`src/rtl/lc2k_mem_pkg.sv`:
```
// Shared types and constants for the LC2K data-memory arbiter.
// Default widths match the 64-word memory array.
package lc2k_mem_pkg;

    localparam int DEF_ADDR_W = 6;
    localparam int DEF_DATA_W = 32;

    typedef enum logic [1:0] {
        IDLE,
        ISSUE,
        WAIT,
        RESP
    } state_t;

    typedef logic req_id_t;

    localparam req_id_t REQ_FETCH = 1'b0;
    localparam req_id_t REQ_DATA  = 1'b1;

endpackage

```
`src/rtl/lc2k_mem_arbiter_rr_arb2.sv`:
```
// Combinational two-way round-robin pick between fetch and data.
// A contested pick goes to the requester that was not granted last.
module rr_arb2
    import lc2k_mem_pkg::*;
(
    input  logic    if_req,
    input  logic    dm_req,
    input  req_id_t last_grant,
    output logic    grant_valid,
    output req_id_t grant
);

    always_comb begin
        grant_valid = if_req | dm_req;
        grant       = REQ_FETCH;
        if (if_req && dm_req) begin
            grant = ~last_grant;
        end else if (dm_req) begin
            grant = REQ_DATA;
        end
    end

endmodule

```
`src/rtl/lc2k_mem_arbiter.sv`:
```
// Fetch / load-store arbiter and sequencer for the shared LC2K
// data memory: one fixed-latency access at a time, round-robin.
module lc2k_mem_arbiter
    import lc2k_mem_pkg::*;
#(
    parameter int ADDR_W      = DEF_ADDR_W,
    parameter int DATA_W      = DEF_DATA_W,
    parameter int MEM_LATENCY = 2
) (
    input  logic              clk,
    input  logic              reset,
    input  logic              if_req,
    input  logic [ADDR_W-1:0] if_addr,
    output logic [DATA_W-1:0] if_rdata,
    output logic              if_ready,
    input  logic              dm_req,
    input  logic              dm_we,
    input  logic [ADDR_W-1:0] dm_addr,
    input  logic [DATA_W-1:0] dm_wdata,
    output logic [DATA_W-1:0] dm_rdata,
    output logic              dm_ready,
    output logic              mem_en,
    output logic              mem_we,
    output logic [ADDR_W-1:0] mem_addr,
    output logic [DATA_W-1:0] mem_wdata,
    input  logic [DATA_W-1:0] mem_rdata,
    output logic              busy
);

    localparam int CNT_W = $clog2(MEM_LATENCY + 1);
    localparam logic [CNT_W-1:0] CNT_LOAD = CNT_W'(MEM_LATENCY - 1);

    state_t           state;
    state_t           state_nx;
    logic [CNT_W-1:0] cnt;
    req_id_t          last_grant;
    req_id_t          owner;
    req_id_t          grant;
    logic             grant_valid;
    logic             we_q;

    rr_arb2 u_arb (
        .if_req      (if_req),
        .dm_req      (dm_req),
        .last_grant  (last_grant),
        .grant_valid (grant_valid),
        .grant       (grant)
    );

    always_ff @(posedge clk or posedge reset) begin
        if (reset) begin
            state <= IDLE;
        end else begin
            state <= state_nx;
        end
    end

    always_comb begin
        state_nx = state;
        unique case (state)
            IDLE:    if (grant_valid) state_nx = ISSUE;
            ISSUE:   state_nx = WAIT;
            WAIT:    if (cnt == '0) state_nx = RESP;
            RESP:    state_nx = IDLE;
            default: state_nx = IDLE;
        endcase
    end

    // Outputs are registered, so each one is set on entry to its state.
    always_ff @(posedge clk or posedge reset) begin
        if (reset) begin
            cnt        <= '0;
            last_grant <= REQ_FETCH;
            owner      <= REQ_FETCH;
            we_q       <= 1'b0;
            mem_en     <= 1'b0;
            mem_we     <= 1'b0;
            mem_addr   <= '0;
            mem_wdata  <= '0;
            if_ready   <= 1'b0;
            dm_ready   <= 1'b0;
            if_rdata   <= '0;
            dm_rdata   <= '0;
            busy       <= 1'b0;
        end else begin
            mem_en   <= 1'b0;
            if_ready <= 1'b0;
            dm_ready <= 1'b0;
            busy     <= (state_nx != IDLE);
            unique case (state)
                IDLE: begin
                    if (grant_valid) begin
                        owner     <= grant;
                        mem_en    <= 1'b1;
                        mem_we    <= (grant == REQ_DATA) && dm_we;
                        we_q      <= (grant == REQ_DATA) && dm_we;
                        mem_addr  <= (grant == REQ_DATA) ? dm_addr : if_addr;
                        mem_wdata <= (grant == REQ_DATA) ? dm_wdata : '0;
                    end
                end
                ISSUE: begin
                    cnt    <= CNT_LOAD;
                    mem_we <= 1'b0;
                end
                WAIT: begin
                    if (cnt == '0) begin
                        if (owner == REQ_FETCH) begin
                            if_rdata <= mem_rdata;
                            if_ready <= 1'b1;
                        end else begin
                            if (!we_q) dm_rdata <= mem_rdata;
                            dm_ready <= 1'b1;
                        end
                    end else begin
                        cnt <= cnt - CNT_W'(1);
                    end
                end
                RESP: begin
                    last_grant <= owner;
                end
                default: ;
            endcase
        end
    end

endmodule

```
`config.mk`:
```
export PLATFORM = sky130hd
export DESIGN_NAME = lc2k_mem_arbiter
export DESIGN_NICKNAME = d
export VERILOG_FILES = /design/src/rtl/lc2k_mem_pkg.sv /design/src/rtl/lc2k_mem_arbiter_rr_arb2.sv /design/src/rtl/lc2k_mem_arbiter.sv
export SDC_FILE = /design/constraint.sdc
export NUM_CORES = 1
export LEC_CHECK = 0
export BUFFER_PORTS_ARGS = -buffer_cell sky130_fd_sc_hd__buf_2
export CAP_MARGIN = 40
export CELL_PAD_IN_SITES_DETAIL_PLACEMENT = 1
export CELL_PAD_IN_SITES_GLOBAL_PLACEMENT = 1
export CORE_AREA = 2 2 113 115
export CTS_CLUSTER_DIAMETER = 50
export DETAILED_ROUTE_END_ITERATION = 8
export DIE_AREA = 0 0 115 117
export HOLD_SLACK_MARGIN = 0.15
export PLACE_DENSITY_LB_ADDON = 0.1
export REMOVE_ABC_BUFFERS = 1
export SLEW_MARGIN = 0
export SYNTH_ARGS = -nofsm -noshare
export SYNTH_HDL_FRONTEND = slang
export SYNTH_SLANG_ARGS = --single-unit
```
`constraint.sdc`:
```
create_clock -name clk -period 4.9 [get_ports clk]
set_clock_uncertainty 0.05 [all_clocks]
set_input_delay 0.735 -clock clk [delete_from_list [all_inputs] [get_ports clk]]
set_output_delay 0.735 -clock clk [all_outputs]
set_load 0.005 [all_outputs]
```
---- After elaboration in Yosys (flattened, before gate mapping) ----
Index checks and enable logic that the tools add are counted.
W data, S select, Z words.
word-level totals
  output and inout port bits .............. 107
  register bits ........................... 114
  input port bits ......................... 81
  word-level logic and storage cells ...... 55
cells by class
  mux-type cells .......................... 19
  equality and inequality tests ........... 5
  reduce and logical (&&, ||, !) cells .... 12
  bitwise gates (word level) .............. 4
  $add $sub $neg .......................... 1
operator list
  kind                   count
  $mux W32               1
  $mux W1                11
  $pmux W2 S4            1
  $mux W2                3
  $mux W6                1
  $reduce_and A2 Y1      3
  $reduce_bool A2 Y1     3
  $eq A2 B2 Y1 const B   2
  $logic_not A2 Y1       2
  $ne A2 B2 Y1 const B   2
  $pmux W2 S2            1
  $reduce_and A4 Y1      1
  $not A1 Y1             3
  $reduce_and A3 Y1      1
  $eq A2 B1 Y1 const B   1
  $logic_and A1 B1 Y1    2
  $pmux W1 S2            1
  $sub A2 B1 Y2 const B  1
  $or A1 B1 Y1           1

---- Depth between registers and ports, before layout ----
Gate-level depths: netlist of the first run.
  word-level depth ........................ 5
  mapped depth ............................ 7

---- Modules after synthesis ----
Synthesis of the first run repeated with hierarchy kept, for this count alone.
second synthesis, totals
  cell total of the unflattened synthesis .. 354
  area, all modules ....................... 4,580.6 sq um
by module, submodules not included
  module            area each (sq um)  times used  seq. area each (sq um)  cells an instance
  lc2k_mem_arbiter  4,566.9            1           2,852.7                 352
  rr_arb2           13.8               1           0.0                     2

---- Worst setup path after synthesis of the first run ----
No wires, ideal clock.
  kind .................................... reg2reg
  start point ............................. register state[0]
  end point ............................... register dm_rdata[0]
  arrival time ............................ 1.539 ns
  setup slack ............................. 3.186 ns
  stages on the path, launching flop included .. 8
  buffers on the path ..................... 2
  period minus slack after synthesis ...... 1.714 ns
  cell sequence ........................... dfrtp_1 > inv_1 > ha_1 > and3_1 > nand2b_1 > buf_6 > buf_6 > mux2_4
between the ends
  longest elaborated chain between the ends .. 2
ends and longest elaborated chain
  item                                RTL line                 source
  from (decl)                         lc2k_mem_arbiter.sv:33   state_t state;
  from (signal assigned)              lc2k_mem_arbiter.sv:54   state <= state_nx;
  $eq A2 B2 Y1                        lc2k_mem_arbiter.sv:90   unique case (state)
  $reduce_and A4 Y1 (no source line)  --
  to (signal assigned)                lc2k_mem_arbiter.sv:111  if (!we_q) dm_rdata <= mem_rdata;
  to (decl)                           lc2k_mem_arbiter.sv:20   output logic [DATA_W-1:0] dm_rdata,
No other way between the ends.
A chain may end at the register's enable or synchronous reset.

---- Worst setup path in the final report of the first run ----
  start point ............................. register state[0]
  end point ............................... register dm_rdata[30]
Same word-level chain as after synthesis.

==> results of run 1 <==
## worst min-delay path by stage
stage                      start            to
after floorplan           cnt[0]        cnt[0]
after global placement    cnt[0]        cnt[0]
after detailed placement  cnt[0]        cnt[0]
after CTS                  reset        cnt[1]
after global routing       reset  if_rdata[14]
final                      reset   if_rdata[3]
## report_power, final
group | total (W) | switching (W) | leakage, nW | internal [W]
Sequential | 0.00166 | 0.000243 | 1.38 | 0.00141
Clock | 0.00134 | 0.000421 | 0.315 | 0.000915
Combinational | 0.00147 | 0.000609 | 1.56 | 0.000863
## registers in the layout, summed over array words and instances (netlist names)
register,count
state,2
dm_rdata,32
mem_addr,6
cnt,2
if_rdata,32
mem_wdata,32
if_ready,1
mem_en,1
mem_we,1
we_q,1
dm_ready,1
busy,1
last_grant,1
owner,1
## per-layer routing
metal  vias to the layer above  part of all wire [%]
met5                         -                     0
met2                       141                    46
met4                         0                   1.7
met1                      1545                    42
met3                        13                   9.8
li1                       1425                     -
## metrics by stage
stage	instances	util [%]	total power, W
global placement	614	44.8	0.00310
floorplan	273	-	0.00246
CTS	649	50.6	0.00454
global route	649	50.6	0.00476
detailed placement	617	45.3	0.00317
finish	650	50.6	0.00446
## cell families after synthesis
kind of cell | Yosys count
AOI/OAI and AO/OA | 54
adders and majority gates | 6
buffers and inverters | 22
DFF | 114
muxes | 66
and+or+nand+nor | 26
## cells in the final DEF (no fill, tap or decap), types with 5 or more instances in the layout
cell,count
nor2_1,9
inv_1,6
a21oi_1,13
mux2_2,35
buf_2,187
dfrtp_1,114
clkbuf_16,17
nand2_1,6
mux2_4,30
a22o_1,34
clkbuf_8,5
ha_1,6
## layout make-up
type                            count  share of cell area [%]
Sequential cell                   114                    45.8
Multi-Input combinational cell    152                    23.7
Timing Repair Buffer              194                    16.6
Clock buffer                       23                    7.99
Tap cell                          150                    3.01
Clock inverter                      9                    2.41
Inverter                            7                   0.462
Antenna cell                        1                  0.0402
## critical path, delay by kind of cell, from the launching register on
kind                       cells  cell delay [ns]
muxes                          1             0.37
adders and majority gates      1             0.28
buffers and inverters          2             0.54
DFF                            1             0.40
and+or+nand+nor                2             0.71
==> impl_results.md, run 1 <==
* Status: finished clean
* Synth warnings at 0
* Mean Syn Cell Area at between 15 and 20 um2
* CP peak stage delay at 0.52 ns
* Worst setup path end: dm_rdata[30]
* Final setup viols at 0
* Crit Path Max Fanout at 18
* Area share of the largest cell type after synthesis at between 60 and 70%
* GRT Util Overall at 16.7%
* Cell-by-cell trace of the critical path: inv_1 -> ha_1 -> and3_1 -> nand2b_2 -> buf_4 -> mux2_2
* Post-synthesis compound-gate area fraction at a little under a tenth
* Slowest stage cell, crit path: nand2b_2
* Fillers at ~1300
* R2R Path End: dm_rdata[30]
* Reg2Reg Depth at 6
* Final Cell Area at 6230 um2
* EDFF count, synth at 0
* Simple-Gate Fraction of Synth Area at under 10%
* Gr ovfl total at 0
* Share of async-settable or async-resettable flops after synthesis at 100%
* Syn Inst Count at ~290
* Setup TNS at 0 ns
* Power Density at about 700 nW/um2
* Maximum vdd drop at ~0.00027 V
* Pre-CTS setup slack at about 2.4 ns
* Final wirelength at between 10 and 15 mm
* Area Growth Syn to Fin at 40.0%
* Detail Route Antenna Nets at 0
* R2R Path Start: state[0]
* Pins over their slew limit at 0
* Initial antenna violation count at 1
* H-Tree Depth at 4
* Share of cells above drive strength 1 at between 50 and 60%
* Worst setup margin at ~2.4 ns
* Worst Setup SP: state[0]
* CTS root buffer: clkbuf_16
* Detailed Place HPWL at ~7.7 mm
* Placed cell area at around 5600 um2
* CTS Hold Bufs at 0
* Core ar. at about 12000 um2
* Fmax at 406 MHz
* Global-route met1 utilization at approximately a fifth
* Crit end category: flop
* HP Class: in -> async
* Clk Latency, worst-skew pair at roughly 0.41 ns
* Largest family of logic cells by synthesized area: multiplexers
* Sequential fraction of the synthesis area at approximately 64%
* Clk sinks at roughly 110
* First-pass GRT wire length at 17.0 mm
* Post-Synth XOR/XNOR Area at 0%
* Die width at between 100 and 150 um
* RePlAce Congestion at between 0.7 and 0.8
* Most crowded layer after global routing: met2
* Top cells by area in the synthesized netlist: dfrtp_1 64%, mux2_4 10%, mux2_2 8.9%, a22o_1 6.7%, ha_1 1.7%
* Clock buffer depth at 2
* Num rows at between 40 and 50
* CTS tree: built
* Largest net degree at the start of global routing at between 50 and 60
* Die height at about 120 um
* First drt pass iteration count at 4
* IO buf count at ~190
* Tmin final at 2.46 ns
* Post-CTS Setup Bufs at 0
* Internal reg-to-reg setup slack at approximately 2.4 ns
* Clock Pin Slew Worst Setup and Hold Paths at 0.05 ns
* Total CTS buffers at 17
* Final hold vios at 0
* Synth Flop Type: dfrtp_1
* Synth Area in Adders at 1.69%
* Crit path DAT at 2.71 ns
* Initial Util at 36.1%
* WL/cell at 16.8 um
* Crit share post-route at about half
* I/O pins at between 150 and 200
* DR vias/cell at just under 5
* Register area at 2850 um2
* Vias in the first global route at around 3300
* CP Launch Type: flop
* Most frequent cell after synthesis: dfrtp_1
* Synth area leader: dfrtp_1
* Required @ worst endpoint at ~5.1 ns
* Crit path kind: reg -> reg
* Max cap viols at 0
* Met3 Track Usage GR at between 7 and 8%
* Die area at ~13000 um2
* Slew HR at 52.3%
* Synth unique cells at 29
* Hold_ws at 0.304 ns
* Fin nets at roughly 570
* P_leak at roughly 3.3 nW
* Post-cts resize count at 0
* Multi-input logic area at around 1500 um2
* Worst-margin pin slew at roughly 0.72 ns
* Residual DRC at 0
* Via count at 3124
* Mux contribution to synthesized area at 19.2%
* Mapped Area at around 4500 um2
* Initial DRC count at between 100 and 150
* RSZ-0062 raised after global routing: false
* Synth cell count leaders: 114 x dfrtp_1, 35 x mux2_2, 34 x a22o_1, 30 x mux2_4, 13 x a21oi_1
* Met2 GRT Util at about a quarter
* Number of synthesized register bits at around 110
Note: power is estimated with default switching activity, not from simulation.
==> run 2, diff against run 1 <==
CORE_AREA = 2 2 118 120   (was 2 2 113 115)
DIE_AREA = 0 0 120 122   (was 0 0 115 117)
clock period = 2.23 ns   (was 4.9 ns; I/O delays follow)
==> impl_results.md, run 2 (synthesis results as in run 1) <==
* Status: finished clean
* First drt pass iteration count at 4 (unchanged)
* Core ar. at 13500 um2 (+9.7%)
* Area Growth Syn to Fin at 59.3%
* Pre-CTS setup slack at 0.333 ns (-2.04 ns)
* Worst-margin pin slew at 0.616 ns (-0.0990 ns)
* Crit share post-route at 90.1% (+40 points)
* WL/cell at 16.2 um (-3.7%)
* Detailed Place HPWL at 7.50 mm (-3.2%)
* Initial DRC count at 96 (-5.9%)
* P_leak at 3.61 nW (+11%)
* Crit end category: flop
* Fmax at 498 MHz (+23%)
* RSZ-0062 raised after global routing: false
* Slew HR at 58.9% (+6.6 points)
* CTS root buffer: clkbuf_16
* Tmin final at 2.01 ns (-0.455 ns)
* Clk Latency, worst-skew pair at 0.41 ns (about the same)
* Crit Path Max Fanout at 12 (-6)
* ANT cells at 0 (-1)
* Pins over their slew limit at 0 (unchanged)
* Commonest non-fill, non-tap cells in the layout: 187 x buf_2, 114 x dfrtp_1, 75 x dlygate4sd3_1
* Num rows at 43 (+4.9%)
* Share of cells above drive strength 1 at 51.7% (-7.6 points)
* Final Power at 0.0103 W (+130%)
* Detail Route Antenna Nets at 0 (unchanged)
* Total CTS buffers at 17 (unchanged)
* DR vias/cell at 4.56 (-5.0%)
* Worst setup margin at 0.221 ns (-2.21 ns)
* Maximum vdd drop at 0.000553 V (+110%)
* Clk sinks at 114 (unchanged)
* Die height at 122 um (+4.3%)
* Vias in the first global route at 3733 (+13%)
* Initial antenna violation count at 0 (-1)
* Via count at 3441 (+10%)
* Required @ worst endpoint at 2.52 ns (-2.62 ns)
* Initial Util at 33.0% (-3.2 points)
* Die width at 120 um (+4.3%)
* IO buf count at 187 (unchanged)
* Die area at 14600 um2 (+8.8%)
* Final setup viols at 0 (unchanged)
* Post-CTS Setup Bufs at 0 (unchanged)
* Max cap viols at 0 (unchanged)
* Power Density at 1460 nW/um2 (+100%)
* CTS tree: built
* Final hold vios at 0 (unchanged)
* Residual DRC at 0 (unchanged)
* Commonest non-fill, non-tap cell in the layout: buf_2
* Fin nets at 648 (+13%)
* Clock buffer depth at 2 (unchanged)
* Setup TNS at 0 ns (unchanged)
* Largest net degree at the start of global routing at 44 (-17%)
* I/O pins at 188 (unchanged)
* GRT Util Overall at 17.3% (+0.57 points)
* Gr ovfl total at 0 (unchanged)
* Clock Pin Slew Worst Setup and Hold Paths at 0.05 ns (about the same)
* Crit path DAT at 2.30 ns (-0.41 ns)
* H-Tree Depth at 4 (unchanged)
* Final wirelength at 12.2 mm (+12%)
* CP Launch Type: flop
* Post-layout util at 52.5% (+1.9 points)
* Fillers at 1408 (+8.8%)
* First-pass GRT wire length at 19.3 mm (+14%)
* HP Class: in -> reg
* Crit path kind: reg -> reg
* RePlAce Congestion at 0.782 (+8.9%)
* Top Registers: dm_rdata: 32 flops, if_rdata: 32 flops, mem_wdata: 32 flops
run 2: cell types whose count changed in the layout (fill, tap and decap cells not counted), sizes merged:
| cell | previous run | this run |
|---|---|---|
| bufinv | 4 | 7 |
| clkbuf | 23 | 22 |
| clkinvlp | 2 | 0 |
| diode | 1 | 0 |
| dlygate4sd3 | 0 | 75 |
run 2: final timing paths:
kind / start / to / slack (ns) / depth (start not counted)
worst min register to register: cnt[0] / cnt[0] / 0.43 / 1
min in group asynchronous: reset / mem_addr[1] / 0.52 / 3
max in group asynchronous: reset / if_rdata[10] / 0.99 / 4
worst min-delay path: dm_addr[1] / mem_addr[1] / 0.17 / 3
worst max-delay path: state[0] / mem_addr[2] / 0.22 / 7
worst max register to register: state[0] / mem_addr[2] / 0.22 / 7
run 2: stage by stage:
| step | hold slack [ns] | cell area (um2) | instances |
|---|---|---|---|
| after floorplan | 0.395 | 4350 | 273 |
| after global placement | 0.402 | 5620 | 647 |
| after detailed placement | 0.417 | 5620 | 647 |
| after CTS | 0.155 | 7080 | 754 |
| after global routing | 0.190 | 7090 | 754 |
| final | 0.171 | 7090 | 754 |
run 2: report_power, final:
| group | switching [W] | internal, W |
|---|---|---|
| clock network | 0.000932 | 0.00232 |
| registers | 0.000563 | 0.00311 |
| logic | 0.00138 | 0.00201 |
| total | 0.00287 | 0.00744 |
run 2: critical path: stages (launching register included):
cell and delay [ns]:
dfrtp_1 0.41, inv_1 0.13, ha_1 0.30, o21ai_4 0.17
inv_2 0.15, nor2_1 0.05, a21oi_1 0.11, dlygate4sd3_1 0.56
run 2: metal layers:
layer  up-vias  share of wire, %  GRT usage [%]
met2       141                47           27.5
met4         0               1.6           7.50
met3        15               8.0           6.60
met5         -                 0              0
li1       1583                 -              -
met1      1702                43           21.0
run 2: repair_timing:
item	4_1_cts	5_1_grt
resized for setup	0	2
hold endpoints to repair	143	0
endpoints found under the setup margin	0	3
hold buffers	75	0
run 2: area by class of cell:
cell class | instances | area [um2] | share of cell area, %
multi-input cells | 152 | 1480 | 20.9
inverters | 7 | 28.8 | 0.406
flip-flops and latches | 114 | 2850 | 40.2
repair buffers | 269 | 1790 | 25.2
clock buffers | 22 | 484 | 6.83
clock inverters | 10 | 225 | 3.18
well taps | 180 | 225 | 3.18
==> run 3, diff against run 2 <==
PLACE_DENSITY = 0.71   (was unset)
PLACE_DENSITY_LB_ADDON = unset   (was 0.1)
==> impl_results.md, run 3 (synthesis results as in run 1) <==
* Met3 wire length at 837 um (-14%)
* Top Registers: dm_rdata: 32 flops, if_rdata: 32 flops, mem_wdata: 32 flops
* Worst-margin pin slew at 0.399 ns (-0.217 ns)
* Max cap viols at 0 (unchanged)
* Total CTS buffers at 17 (unchanged)
* Clk network pwr share at 29.7% (-1.8 points)
* Crit end category: flop
* I/O pins at 188 (unchanged)
* Fmax at 516 MHz (+3.7%)
* Final setup viols at 0 (unchanged)
* Hold EP: mem_addr[2]
* Largest net degree at the start of global routing at 47 (+6.8%)
* Clock buffer depth at 2 (unchanged)
* RSZ-0062 raised after global routing: false
* Post-CTS Setup Bufs at 0 (unchanged)
* Clk Latency, worst-skew pair at 0.41 ns (about the same)
* Buf+Inv Stages, Crit Path at 2 (-1)
* Pre-CTS setup slack at 0.301 ns (-0.0320 ns)
* Crit Path Max Fanout at 17 (+5)
* CP delay by family, top: flip-flops
* R2R Path End: dm_rdata[23]
* CTS root buffer: clkbuf_16
* Net Switching at 0.00298 W (+3.9%)
* Worst Hold Launch: dm_addr[2]
* Status: finished clean
* R2R Path Start: state[0]
* Multi-input logic area at 1480 um2 (-0.51%)
* Required @ worst endpoint at 2.47 ns (-0.05 ns)
* Hold_ws at 0.183 ns (+0.0117 ns)
* Commonest non-fill, non-tap cell in the layout: buf_2
* Detail Route Antenna Nets at 0 (unchanged)
* CP Launch Type: flop
* Area Growth Syn to Fin at 57.9%
* WL met2 at 6.48 mm (+13%)
* Initial Util at 33.0% (unchanged)
* Maximum vdd drop at 0.000572 V (+3.5%)
* Commonest non-fill, non-tap cells in the layout: 187 x buf_2, 114 x dfrtp_1, 72 x dlygate4sd3_1
* Post-cts resize count at 0 (unchanged)
* P_int at 0.00714 W (-4.0%)
* DP Cell Count at 647 (unchanged)
* Die area at 14600 um2 (unchanged)
* Crit share post-route at 86.9% (-3.2 points)
* Share of cells above drive strength 1 at 52.0% (+0.27 points)
* Power Density at 1440 nW/um2 (-0.99%)
* Vias in the first global route at 3976 (+6.5%)
* H-Tree Depth at 4 (unchanged)
* Clock Pin Slew Worst Setup and Hold Paths at 0.06 ns (about the same)
* Internal reg-to-reg setup slack at 0.29 ns (+0.07 ns)
* First-pass GRT wire length at 20.7 mm (+7.2%)
* Slew HR at 73.2% (+14 points)
* Core ar. at 13500 um2 (unchanged)
* WL/cell at 17.1 um (+5.6%)
* Pins over their slew limit at 0 (unchanged)
* Reg2Reg Depth at 6 (-1)
* Sw Share at 29.5% (+1.6 points)
* P_leak at 3.57 nW (-1.0%)
* Crit path kind: reg -> reg
* Gr ovfl total at 0 (unchanged)
* Sequential fraction of design power at 36.6% (+1.0 points)
* Detailed Place HPWL at 8.04 mm (+7.3%)
* Clk sinks at 114 (unchanged)
* Tmin final at 1.94 ns (-0.0719 ns)
* CTS Hold Bufs at 72 (-4.0%)
* CTS tree: built
* Residual DRC at 0 (unchanged)
* CP peak stage delay at 0.41 ns (-0.15 ns)
* Met1 WL at 5.34 mm (+1.6%)
* GRT Util Overall at 18.4% (+1.1 points)
* Final hold vios at 0 (unchanged)
* HP Class: in -> reg
* Post-route insts no fill at 751 (-0.40%)
* Hold Crit Depth at 3 (unchanged)
* Initial antenna violation count at 0 (unchanged)
* Fin nets at 645 (-0.46%)
* Final wirelength at 12.8 mm (+5.2%)
* Via count at 3477 (+1.0%)
* Crit path DAT at 2.17 ns (-0.13 ns)
* Initial DRC count at 124 (+29%)
* Slowest stage cell, crit path: dfrtp_1
* IO buf count at 187 (unchanged)
* RePlAce Congestion at 0.702 (-10%)
* Die height at 122 um (unchanged)
* Logic pwr share at 33.7% (+0.8 points)
* Register area at 2850 um2 (unchanged)
* Die width at 120 um (unchanged)
* Fillers at 1391 (-1.2%)
* ANT cells at 0 (unchanged)
* Worst setup margin at 0.293 ns (+0.0719 ns)
* DR vias/cell at 4.63 (+1.4%)
* First drt pass iteration count at 4 (unchanged)
* Max layer used: met4
* Num rows at 43 (unchanged)
* Cell-by-cell trace of the critical path: inv_1 -> ha_1 -> and3_1 -> nand2b_2 -> buf_12 -> mux2_4
[run 3: power groups by stage]
stage,combinational [W],sequential (W),clock [W]
finish,0.00342,0.00371,0.00301
global route,0.00375,0.00384,0.00317
CTS,0.00343,0.00370,0.00307
detailed placement,0.00333,0.00370,0
global placement,0.00319,0.00366,0
floorplan,0.00170,0.00371,0
[run 3: final cells by class]
type	count	share of cell area (%)
clock buffers	19	6.45
flip-flops and latches	114	40.6
multi-input cells	152	21.0
clock inverters	13	2.96
repair buffers	266	25.4
well taps	180	3.21
inverters	7	0.410
[run 3: worst max-delay path by stage]
stage,from,to,slack [ns],cells after the start
after CTS,state[0],dm_rdata[23],0.27,6
after detailed placement,state[0],dm_rdata[14],0.30,6
after floorplan,reset,busy,-1.17,1
final,state[0],dm_rdata[23],0.29,6
after global placement,state[0],dm_rdata[22],0.39,6
after global routing,state[0],dm_rdata[23],0.16,6
[run 3: layer usage]
layer,up-vias,GRT usage [%]
li1,1578,-
met1,1727,21.5
met2,155,31.9
met3,17,5.99
met4,0,6.10
met5,-,0
[run 3: per-stage QoR]
stage / utilization, % / setup TNS [ns] / power, W / area [um2]
after floorplan: - / -145.74 / 0.00541 / 4350
after global placement: 41.8 / 0 / 0.00685 / 5650
after detailed placement: 41.8 / 0 / 0.00702 / 5650
after CTS: 52.0 / 0 / 0.0102 / 7030
after global routing: 52.0 / 0 / 0.0108 / 7030
final: 52.0 / 0 / 0.0101 / 7030
[run 3: tightest hold or removal path, stage by stage]
cell and delay [ns]:
buf_2 0.08, a21oi_1 0.05, a21oi_1 0.13
